### config.mk
export PLATFORM = sky130hd
export DESIGN_NAME = wind_pattern_decoder_flat
export DESIGN_NICKNAME = d
export VERILOG_FILES = /design/src/rtl/wind_pattern_decoder_if.sv /design/src/rtl/wind_pattern_decoder.sv /design/src/flat_wrapper.sv
export SDC_FILE = /design/constraint.sdc
export NUM_CORES = 1
export LEC_CHECK = 0
export CORE_ASPECT_RATIO = 2
export CORE_MARGIN = 2
export CORE_UTILIZATION = 55
export CTS_BUF_LIST = sky130_fd_sc_hd__clkbuf_4 sky130_fd_sc_hd__clkbuf_8
export CTS_CLUSTER_SIZE = 28
export DETAILED_ROUTE_END_ITERATION = 12
export MAX_ROUTING_LAYER = met4
export PLACE_DENSITY = 0.78
export SYNTH_ARGS = -nofsm -noshare
export SYNTH_HDL_FRONTEND = slang
export SYNTH_SLANG_ARGS = --single-unit
### constraint.sdc
create_clock -name clk -period 3 [get_ports clk]
set_clock_uncertainty 0.05 [all_clocks]
set_input_delay 0.45 -clock clk [delete_from_list [all_inputs] [get_ports clk]]
set_output_delay 0.45 -clock clk [all_outputs]
set_load 0.01 [all_outputs]
### src/rtl/wind_pattern_decoder_if.sv
// Pattern-in / status-out bundle between a wind pattern source and its decoder.
// The source side drives sample_en/pattern; the decoder side drives the status.
interface wind_pattern_decoder_if #(
    parameter int RUN_W = 8
);
    logic             sample_en;
    logic [2:0]       pattern;
    logic [1:0]       mode;
    logic             locked;
    logic             err;
    logic [RUN_W-1:0] run_len;

    modport master (
        output sample_en, pattern,
        input  mode, locked, err, run_len
    );

    modport slave (
        input  sample_en, pattern,
        output mode, locked, err, run_len
    );
endinterface

### src/rtl/wind_pattern_decoder.sv
// Classifies the 3-LED wind pattern stream as calm / sweep A / sweep B and locks
// after LOCK_COUNT consistent prev->cur transitions.
//
// state  | meaning
// IDLE   | no valid previous pattern yet
// TRACK  | have prev, counting consecutive same-class transitions toward lock
// LOCKED | mode valid, run_len keeps counting (saturating) while the class holds
module wind_pattern_decoder #(
    parameter int LOCK_COUNT = 3,
    parameter int RUN_W      = 8
) (
    input  logic clk,
    input  logic reset,
    wind_pattern_decoder_if.slave bus
);
    typedef enum logic [1:0] {
        S_IDLE,
        S_TRACK,
        S_LOCKED
    } state_t;

    // Class codes double as mode codes, so mode <= class needs no mapping.
    localparam logic [1:0] CLS_NONE = 2'b00;
    localparam logic [1:0] CLS_CALM = 2'b01;
    localparam logic [1:0] CLS_A    = 2'b10;
    localparam logic [1:0] CLS_B    = 2'b11;

    localparam logic [RUN_W-1:0] RUN_ZERO = '0;
    localparam logic [RUN_W-1:0] RUN_ONE  = RUN_W'(1);
    localparam logic [RUN_W-1:0] RUN_MAX  = '1;
    localparam logic [RUN_W-1:0] RUN_LOCK = RUN_W'(LOCK_COUNT);

    state_t           state;
    logic [2:0]       prev;
    logic [1:0]       cand;
    logic [1:0]       mode;
    logic             locked;
    logic             err;
    logic [RUN_W-1:0] run_len;

    logic             legal;
    logic             hold;
    logic [1:0]       cls;
    logic [RUN_W-1:0] run_next;
    logic [RUN_W-1:0] run_inc;

    always_comb begin
        legal = (bus.pattern == 3'b101) || (bus.pattern == 3'b010) ||
                (bus.pattern == 3'b100) || (bus.pattern == 3'b001);
        hold  = (bus.pattern == prev);
        cls   = CLS_NONE;
        case ({prev, bus.pattern})
            6'b101_010, 6'b010_101:             cls = CLS_CALM;
            6'b100_010, 6'b010_001, 6'b001_100: cls = CLS_A;
            6'b001_010, 6'b010_100, 6'b100_001: cls = CLS_B;
            default:                            cls = CLS_NONE;
        endcase
        // In TRACK run_len stays below LOCK_COUNT, so this increment cannot wrap.
        run_next = (cls == cand) ? run_len + RUN_ONE : RUN_ONE;
        run_inc  = (run_len == RUN_MAX) ? run_len : run_len + RUN_ONE;
    end

    always_ff @(posedge clk or posedge reset) begin
        if (reset) begin
            state   <= S_IDLE;
            prev    <= 3'b000;
            cand    <= CLS_NONE;
            mode    <= CLS_NONE;
            locked  <= 1'b0;
            err     <= 1'b0;
            run_len <= RUN_ZERO;
        end else begin
            err <= 1'b0;
            if (bus.sample_en) begin
                case (state)
                    S_IDLE: begin
                        if (legal) begin
                            prev    <= bus.pattern;
                            cand    <= CLS_NONE;
                            run_len <= RUN_ZERO;
                            state   <= S_TRACK;
                        end else begin
                            err <= 1'b1;
                        end
                    end
                    default: begin
                        if (!legal) begin
                            err     <= 1'b1;
                            locked  <= 1'b0;
                            mode    <= CLS_NONE;
                            cand    <= CLS_NONE;
                            run_len <= RUN_ZERO;
                            prev    <= 3'b000;
                            state   <= S_IDLE;
                        end else if (!hold) begin
                            prev <= bus.pattern;
                            if (cls == CLS_NONE) begin
                                err     <= 1'b1;
                                locked  <= 1'b0;
                                mode    <= CLS_NONE;
                                cand    <= CLS_NONE;
                                run_len <= RUN_ZERO;
                                state   <= S_TRACK;
                            end else if (state == S_LOCKED) begin
                                if (cls == mode) begin
                                    run_len <= run_inc;
                                end else if (LOCK_COUNT == 1) begin
                                    // One transition is already a full lock run.
                                    mode    <= cls;
                                    cand    <= cls;
                                    run_len <= RUN_ONE;
                                end else begin
                                    locked  <= 1'b0;
                                    mode    <= CLS_NONE;
                                    cand    <= cls;
                                    run_len <= RUN_ONE;
                                    state   <= S_TRACK;
                                end
                            end else begin
                                cand    <= cls;
                                run_len <= run_next;
                                if (run_next == RUN_LOCK) begin
                                    mode   <= cls;
                                    locked <= 1'b1;
                                    state  <= S_LOCKED;
                                end
                            end
                        end
                    end
                endcase
            end
        end
    end

    assign bus.mode    = mode;
    assign bus.locked  = locked;
    assign bus.err     = err;
    assign bus.run_len = run_len;
endmodule

### src/flat_wrapper.sv
// flat-port wrapper written by rule: the top's interface ports become plain ports
module wind_pattern_decoder_flat 
#(
    parameter int LOCK_COUNT = 3,
    parameter int RUN_W      = 8
)
  (clk, reset, bus_sample_en, bus_pattern, bus_mode, bus_locked, bus_err, bus_run_len);
  wind_pattern_decoder_if #(.RUN_W(RUN_W)) bus_i ();
  input  logic clk;
  input  logic reset;
  input wire logic [$bits(bus_i.sample_en)-1:0] bus_sample_en;
  input wire logic [$bits(bus_i.pattern)-1:0] bus_pattern;
  output wire logic [$bits(bus_i.mode)-1:0] bus_mode;
  output wire logic [$bits(bus_i.locked)-1:0] bus_locked;
  output wire logic [$bits(bus_i.err)-1:0] bus_err;
  output wire logic [$bits(bus_i.run_len)-1:0] bus_run_len;
  assign bus_i.sample_en = bus_sample_en;
  assign bus_i.pattern = bus_pattern;
  assign bus_mode = bus_i.mode;
  assign bus_locked = bus_i.locked;
  assign bus_err = bus_i.err;
  assign bus_run_len = bus_i.run_len;
  wind_pattern_decoder #(.LOCK_COUNT(LOCK_COUNT), .RUN_W(RUN_W)) u_core (.clk(clk), .reset(reset), .bus(bus_i));
endmodule
==> impl_metrics.json, run 1 <==
{
  "run_status": "complete, no violations",
  "die_h_um": 80.49,
  "path_common_cell": "buf_4",
  "cp.depth": 11,
  "slowest_stage": "clkdlybuf4s50_1",
  "die_w_um": 42.25,
  "syn_nets": 185,
  "worst_ir_drop_vdd_mv": 0.4267,
  "top_level_ports": 18,
  "first_global_vias": 1604,
  "worst_slack_ps": 183.1,
  "hold_depth": 1,
  "setup_viol": 0,
  "clock_latency_ps": 260,
  "grt_start_max_net_pins": 20,
  "highest_layer": "met4",
  "drc_errors": 0,
  "start_util_pct": 58.08,
  "post_drt_via_cell_ratio": 6.455,
  "seq_area_frac_synth_pct": 29.55,
  "fmax_mhz": 355.0,
  "clock-sinks": 19,
  "reg2reg_depth": 7,
  "synth_warnings": 0,
  "synth_edf_count": 0,
  "cts_setup_buffers": 0,
  "core_area_sq_mm": 0.002770,
  "die-area_sq_mm": 0.003400,
  "syn-cell-area_sq_mm": 0.001609,
  "dpl.hpwl_mm": 3.400,
  "fin_crit_ps": 2817,
  "root_buffer": "clkbuf_8",
  "clk_pin_slew_ps": 70,
  "hold_class": "reg2reg",
  "antenna_found_initial": 0,
  "grt-ovfl-total": 0,
  "path_cells": "clkdlybuf4s50_1, nor2b_1, o21ai_0, a21oi_1, nor3_1, buf_4, buf_4, o31ai_1, buf_4, nor2_1, o22a_1",
  "synth_seq_cells": 19,
  "tightest_slew_ps": 725.1,
  "cts_tree": "done",
  "min_period_over_period_pct": 93.90,
  "wl_met1_mm": 1.512,
  "slew_violations": 0,
  "routed_wl_mm": 4.277,
  "wl_met2_mm": 2.429,
  "htree_num_levels": 1,
  "rsz0062_at_grt": "false",
  "ant_nets": 0,
  "post-place-ws_ps": -65.39,
  "leakage_uw": 0.0008734,
  "cts_buffers": 3,
  "synth_area_per_cell_sq_um": 9.040,
  "num_rows": 27,
  "final_nets": 223,
  "drt-initial-drc-count": 40,
  "io_buffers": 17,
  "ctsResizeCount": 0,
  "clockBufferDepth": 2,
  "grt.total_usage_pct": 28.34,
  "synth-async-reset-ratio_pct": 100.0,
  "cp.required_ps": 3100,
  "worst_setup_path_end_kind": "flip-flop",
  "maxCapViolCount": 0,
  "synth_flop_cell": "dfrtp_1",
  "place.gp.congestion": 0.9435,
  "final_core_util_pct": 71.27,
  "path_buf_inv": 4,
  "dr_wl_met3_um": 82,
  "synth_cell_types": 66,
  "critPathKind": "in2reg",
  "max_stage_delay_ps": 580,
  "cp.arrival_ps": 2910,
  "cp-start-kind": "primary input",
  "num_antenna_cells": 0,
  "wl_per_cell_um": 17.53,
  "postCtsHoldBufs": 0,
  "crit_fanout": 10,
  "hold_viol": 0,
  "max_slew_margin_pct": 51.61,
  "grt_pass1_wl_mm": 7.251,
  "p_per_area_mw_per_mm2": 675.7,
  "fin_cells": 244,
  "drive_gt1_share_pct": 25.12,
  "syn_inst": 178,
  "dp_cells": 240,
  "vias": 1575,
  "crit_family": "buffers and inverters",
  "first_pass_iters": 5,
  "area_growth_pct": 22.71
}
[layout by cell type, fill, tap and decap left out, types with 2 or more instances in the layout]
cell type / netlist / routed
buf_4: 1 / 23
dfrtp_1: 19 / 19
clkdlybuf4s50_1: 0 / 17
nor2_1: 16 / 16
nand2_1: 15 / 15
o21ai_0: 9 / 9
nand3_1: 9 / 9
inv_1: 8 / 8
xor2_1: 5 / 5
nor2b_1: 5 / 5
a22o_2: 5 / 5
nor3_1: 4 / 4
a31oi_1: 4 / 4
o21bai_1: 4 / 4
a21oi_1: 3 / 3
nor4_1: 3 / 3
clkbuf_8: 0 / 3
or2_1: 2 / 2
xnor2_1: 2 / 2
and3_1: 2 / 2
nor4bb_1: 2 / 2
nand3b_1: 2 / 2
or2_2: 2 / 2
o22ai_1: 2 / 2
o211a_1: 2 / 2
a211o_1: 2 / 2
a211oi_1: 2 / 2
nor3b_1: 2 / 2
a221o_1: 2 / 2
o22a_1: 2 / 2
o31ai_1: 2 / 2
[flip-flops by register name (all words and copies together), names as in the netlist]
register            flops
u_core.bus.mode         2
u_core.bus.locked       1
u_core.bus.err          1
u_core.bus.run_len      8
u_core.cand             2
u_core.prev             3
u_core.state            2
[Yosys cell counts, drive strengths merged (3+ instances only)]
cell type,count,area [sq um]
nor2,17,71.32
nand2,15,56.30
nor2b,5,31.28
buf,6,57.55
nor3b,3,27.52
nor4,4,31.28
xnor2,3,33.79
and3,3,20.02
o21bai,4,30.03
a21oi,3,15.01
a31oi,5,46.29
nand3,9,45.04
a22o,5,50.05
o21ai,10,53.80
or2,4,25.02
inv,8,30.03
dfrtp,19,475.5
xor2,5,43.79
nor3,4,20.02
[final timing paths]
kind                                                         from                        endpoint  slack, ps
max in group asynchronous                                   reset  u_core.bus.mode[0]$_DFFE_PP0P_       1880
worst max register to register  u_core.bus.run_len[0]$_DFFE_PP0P_  u_core.bus.mode[0]$_DFFE_PP0P_        350
min in group asynchronous                                   reset        u_core.bus.err$_DFF_PP0_        560
worst min-delay path                u_core.bus.locked$_DFFE_PP0P_   u_core.bus.locked$_DFFE_PP0P_        450
worst min register to register      u_core.bus.locked$_DFFE_PP0P_   u_core.bus.locked$_DFFE_PP0P_        450
worst max-delay path                               bus_pattern[0]     u_core.state[1]$_DFFE_PP0P_        180
[metrics by stage]
stage | setup TNS (ps) | power [uW] | hold WS (ps) | cell area, sq um
floorplan | 0 | 857.0 | 351.1 | 1609
global placement | -83.66 | 1113 | 423.6 | 1926
detailed placement | -343.9 | 1137 | 435.1 | 1926
CTS | 0 | 1331 | 451.4 | 1974
global route | 0 | 1419 | 475.3 | 1974
finish | 0 | 1334 | 446.2 | 1974
[layer usage]
layer  GRT usage, %  vias to the layer above
met5              -                        -
met4          17.19                        0
met3          2.022                       24
met2          52.46                       45
met1          27.78                      761
li1               -                      745
[cell families (layout without fill, tap and decap cells)]
kind of cell             after synthesis  after routing  share of synthesized area, %
adder cells (fa/ha/maj)                1              1                        0.7775
buffers and inverters                 15             52                         5.754
AO/OA/AOI/OAI                         52             52                         27.84
XOR/XNOR                               8              8                         4.821
AND/OR/NAND/NOR                       82             82                         30.64
flip-flops                            19             19                         29.55
multiplexers                           1              1                        0.6221
[report_power, final]
group / total [uW] / switching, uW / internal [uW]
combinational: 744 / 390 / 354
sequential: 400 / 84.6 / 315
clock: 190 / 86.6 / 104
[cell type report]
class                           count  area [sq um]
Multi-Input combinational cell    144          1041
Fill cell                         230         795.8
Sequential cell                    19         475.5
Timing Repair Buffer               40         342.8
Clock buffer                        4         48.80
Tap cell                           29         36.28
Inverter                            8         30.03
(Power assumes the default switching activity.)
==> inputs of run 2 (changes only) <==
--- a/config.mk
+++ b/config.mk
@@ -7,12 +7,12 @@
 export LEC_CHECK = 0
 export CORE_ASPECT_RATIO = 2
 export CORE_MARGIN = 2
-export CORE_UTILIZATION = 55
+export CORE_UTILIZATION = 58
 export CTS_BUF_LIST = sky130_fd_sc_hd__clkbuf_4 sky130_fd_sc_hd__clkbuf_8
 export CTS_CLUSTER_SIZE = 28
 export DETAILED_ROUTE_END_ITERATION = 12
 export MAX_ROUTING_LAYER = met4
-export PLACE_DENSITY = 0.78
+export PLACE_DENSITY = 0.82
 export SYNTH_ARGS = -nofsm -noshare
 export SYNTH_HDL_FRONTEND = slang
 export SYNTH_SLANG_ARGS = --single-unit
==> run 2 against run 1 <==
Core utilization up 0.95 points. Sequential cell count unchanged. Sequential share of layout area up 0.28 points. Cell count down 1.2%. Power down 1.7%. Combinational power down 4.0%. Register-to-register slack worse by 20 ps. Critical path depth down 1. Wire length about the same. Fmax up 0.68%. Largest cell class unchanged. Largest power group unchanged.
==> impl_metrics.json, run 2 (synthesis results as in run 1) <==
{
  "clockBufferDepth": 2,
  "cp.arrival_ps": 2890,
  "leakage_uw": 0.0008586,
  "clk_pin_slew_ps": 70,
  "slew_violations": 0,
  "fmax_mhz": 357.4,
  "worst_setup_path_end_kind": "flip-flop",
  "cp-start-kind": "primary input",
  "max_slew_margin_pct": 51.29,
  "critPathKind": "in2reg",
  "design_area_sq_mm": 0.001952,
  "post_drt_via_cell_ratio": 6.485,
  "io_buffers": 17,
  "final_nets": 220,
  "setup_viol": 0,
  "die_w_um": 41.25,
  "die-area_sq_mm": 0.003237,
  "tightest_slew_ps": 729.8,
  "layout_common_cells": "buf_4, dfrtp_1, clkdlybuf4s50_1, nor2_1, nand2_1",
  "p_per_area_mw_per_mm2": 671.9,
  "drt-initial-drc-count": 40,
  "crit_family": "buffers and inverters",
  "cts_setup_buffers": 0,
  "ant_nets": 0,
  "fin_crit_ps": 2798,
  "vias": 1563,
  "slowest_stage": "clkdlybuf4s50_1",
  "dpl_cell_area_sq_mm": 0.001903,
  "hold_class": "reg2reg",
  "max_stage_delay_ps": 580,
  "cts_buffers": 3,
  "seqCellArea_sq_um": 475.5,
  "drc_errors": 0,
  "grt.total_usage_pct": 30.14,
  "top_level_ports": 18,
  "multi_input_area_sq_mm": 0.001041,
  "grt_pass1_wl_mm": 6.665,
  "root_buffer": "clkbuf_8",
  "cts_tree": "done",
  "cp.required_ps": 3090,
  "ctsResizeCount": 0,
  "area_growth_pct": 21.31,
  "hold_viol": 0,
  "largest_register": "u_core.bus.run_len",
  "grt-ovfl-total": 0,
  "run_status": "complete, no violations",
  "largest_registers": "u_core.bus.run_len x8, u_core.prev x3",
  "dpl.hpwl_mm": 3.425,
  "place.gp.congestion": 0.9407,
  "die_h_um": 78.49,
  "layout_commonest_cell": "buf_4",
  "worst_ir_drop_vdd_mv": 0.5036,
  "finalSetupTns_ps": 0,
  "clock-sinks": 19,
  "clock_latency_ps": 260,
  "start_util_pct": 59.54,
  "path_buf_inv": 3,
  "postCtsHoldBufs": 0,
  "routed_wl_mm": 4.280,
  "core_area_sq_mm": 0.002703,
  "path_cells": "clkdlybuf4s50_1, nor3b_2, or3b_4, o211ai_4, buf_4, xnor2_1, a32oi_2, buf_4, nor2_4, a221o_1",
  "first_pass_iters": 6,
  "path_common_cell": "buf_4",
  "fillers": 214,
  "grt_start_max_net_pins": 20,
  "num_antenna_cells": 0,
  "first_global_vias": 1555,
  "drive_gt1_share_pct": 24.06,
  "crit_fanout": 10,
  "rsz0062_at_grt": "false",
  "wl_per_cell_um": 17.76,
  "num_rows": 27,
  "largest_register_ffs": 8,
  "htree_num_levels": 1,
  "antenna_found_initial": 0,
  "maxCapViolCount": 0,
  "min_period_over_period_pct": 93.26
}
==> run 2: cell types whose count changed in the layout (fill, tap and decap cells not counted) <==
| cell | change |
|---|---|
| buf_4 | -3 |
==> run 2: worst paths after layout <==
check                                                        from                                 to  slack [ps]  depth (start not counted)
worst max-delay path                               bus_pattern[0]  u_core.bus.run_len[7]$_DFFE_PP0P_         200                         10
worst min-delay path                u_core.bus.locked$_DFFE_PP0P_      u_core.bus.locked$_DFFE_PP0P_         460                          1
worst max register to register  u_core.bus.run_len[0]$_DFFE_PP0P_     u_core.bus.mode[0]$_DFFE_PP0P_         330                          7
worst min register to register      u_core.bus.locked$_DFFE_PP0P_      u_core.bus.locked$_DFFE_PP0P_         460                          1
max in group asynchronous                                   reset         u_core.cand[0]$_DFFE_PP0P_        1870                          2
min in group asynchronous                                   reset           u_core.bus.err$_DFF_PP0_         570                          2
==> run 2: cell type report <==
type                    instances  share of cell area (%)
well taps                      29                   1.859
repair buffers                 37                   16.41
flip-flops and latches         19                   24.36
inverters                       8                   1.538
clock buffers                   4                   2.500
multi-input cells             144                   53.33
==> run 2: stage by stage <==
stage | hold WS (ps) | setup WS [ps] | total power, uW | cells | utilization, %
4_1_cts | 470.6 | 217.8 | 1307 | 241 | 72.22
3_3_place_gp | 427.9 | -13.86 | 1094 | 237 | 70.42
6_report | 463.7 | 202.3 | 1311 | 241 | 72.22
3_5_place_dp | 454.5 | -38.82 | 1116 | 237 | 70.42
2_1_floorplan | 351.1 | 494.4 | 857.0 | 178 | -
5_1_grt | 489.1 | 84.81 | 1388 | 241 | 72.22
==> run 2: metal layers <==
layer,vias to the layer above,global-route usage [%],wire [um]
met4,0,11.61,132
met3,13,1.695,79
met5,-,-,0
met2,35,57.97,2581
li1,738,-,-
met1,777,26.47,1487
==> run 2: power by group <==
group	internal (uW)	switching [uW]
sequential	315	91.9
clock	104	86.7
combinational	341	373
total	760	551
==> run 2: worst reg2reg max path, delay by kind of cell, from the launching register on <==
family | cells | cell delay, ps
AO/OA/AOI/OAI | 4 | 830
flip-flops | 1 | 510
AND/OR/NAND/NOR | 3 | 1170
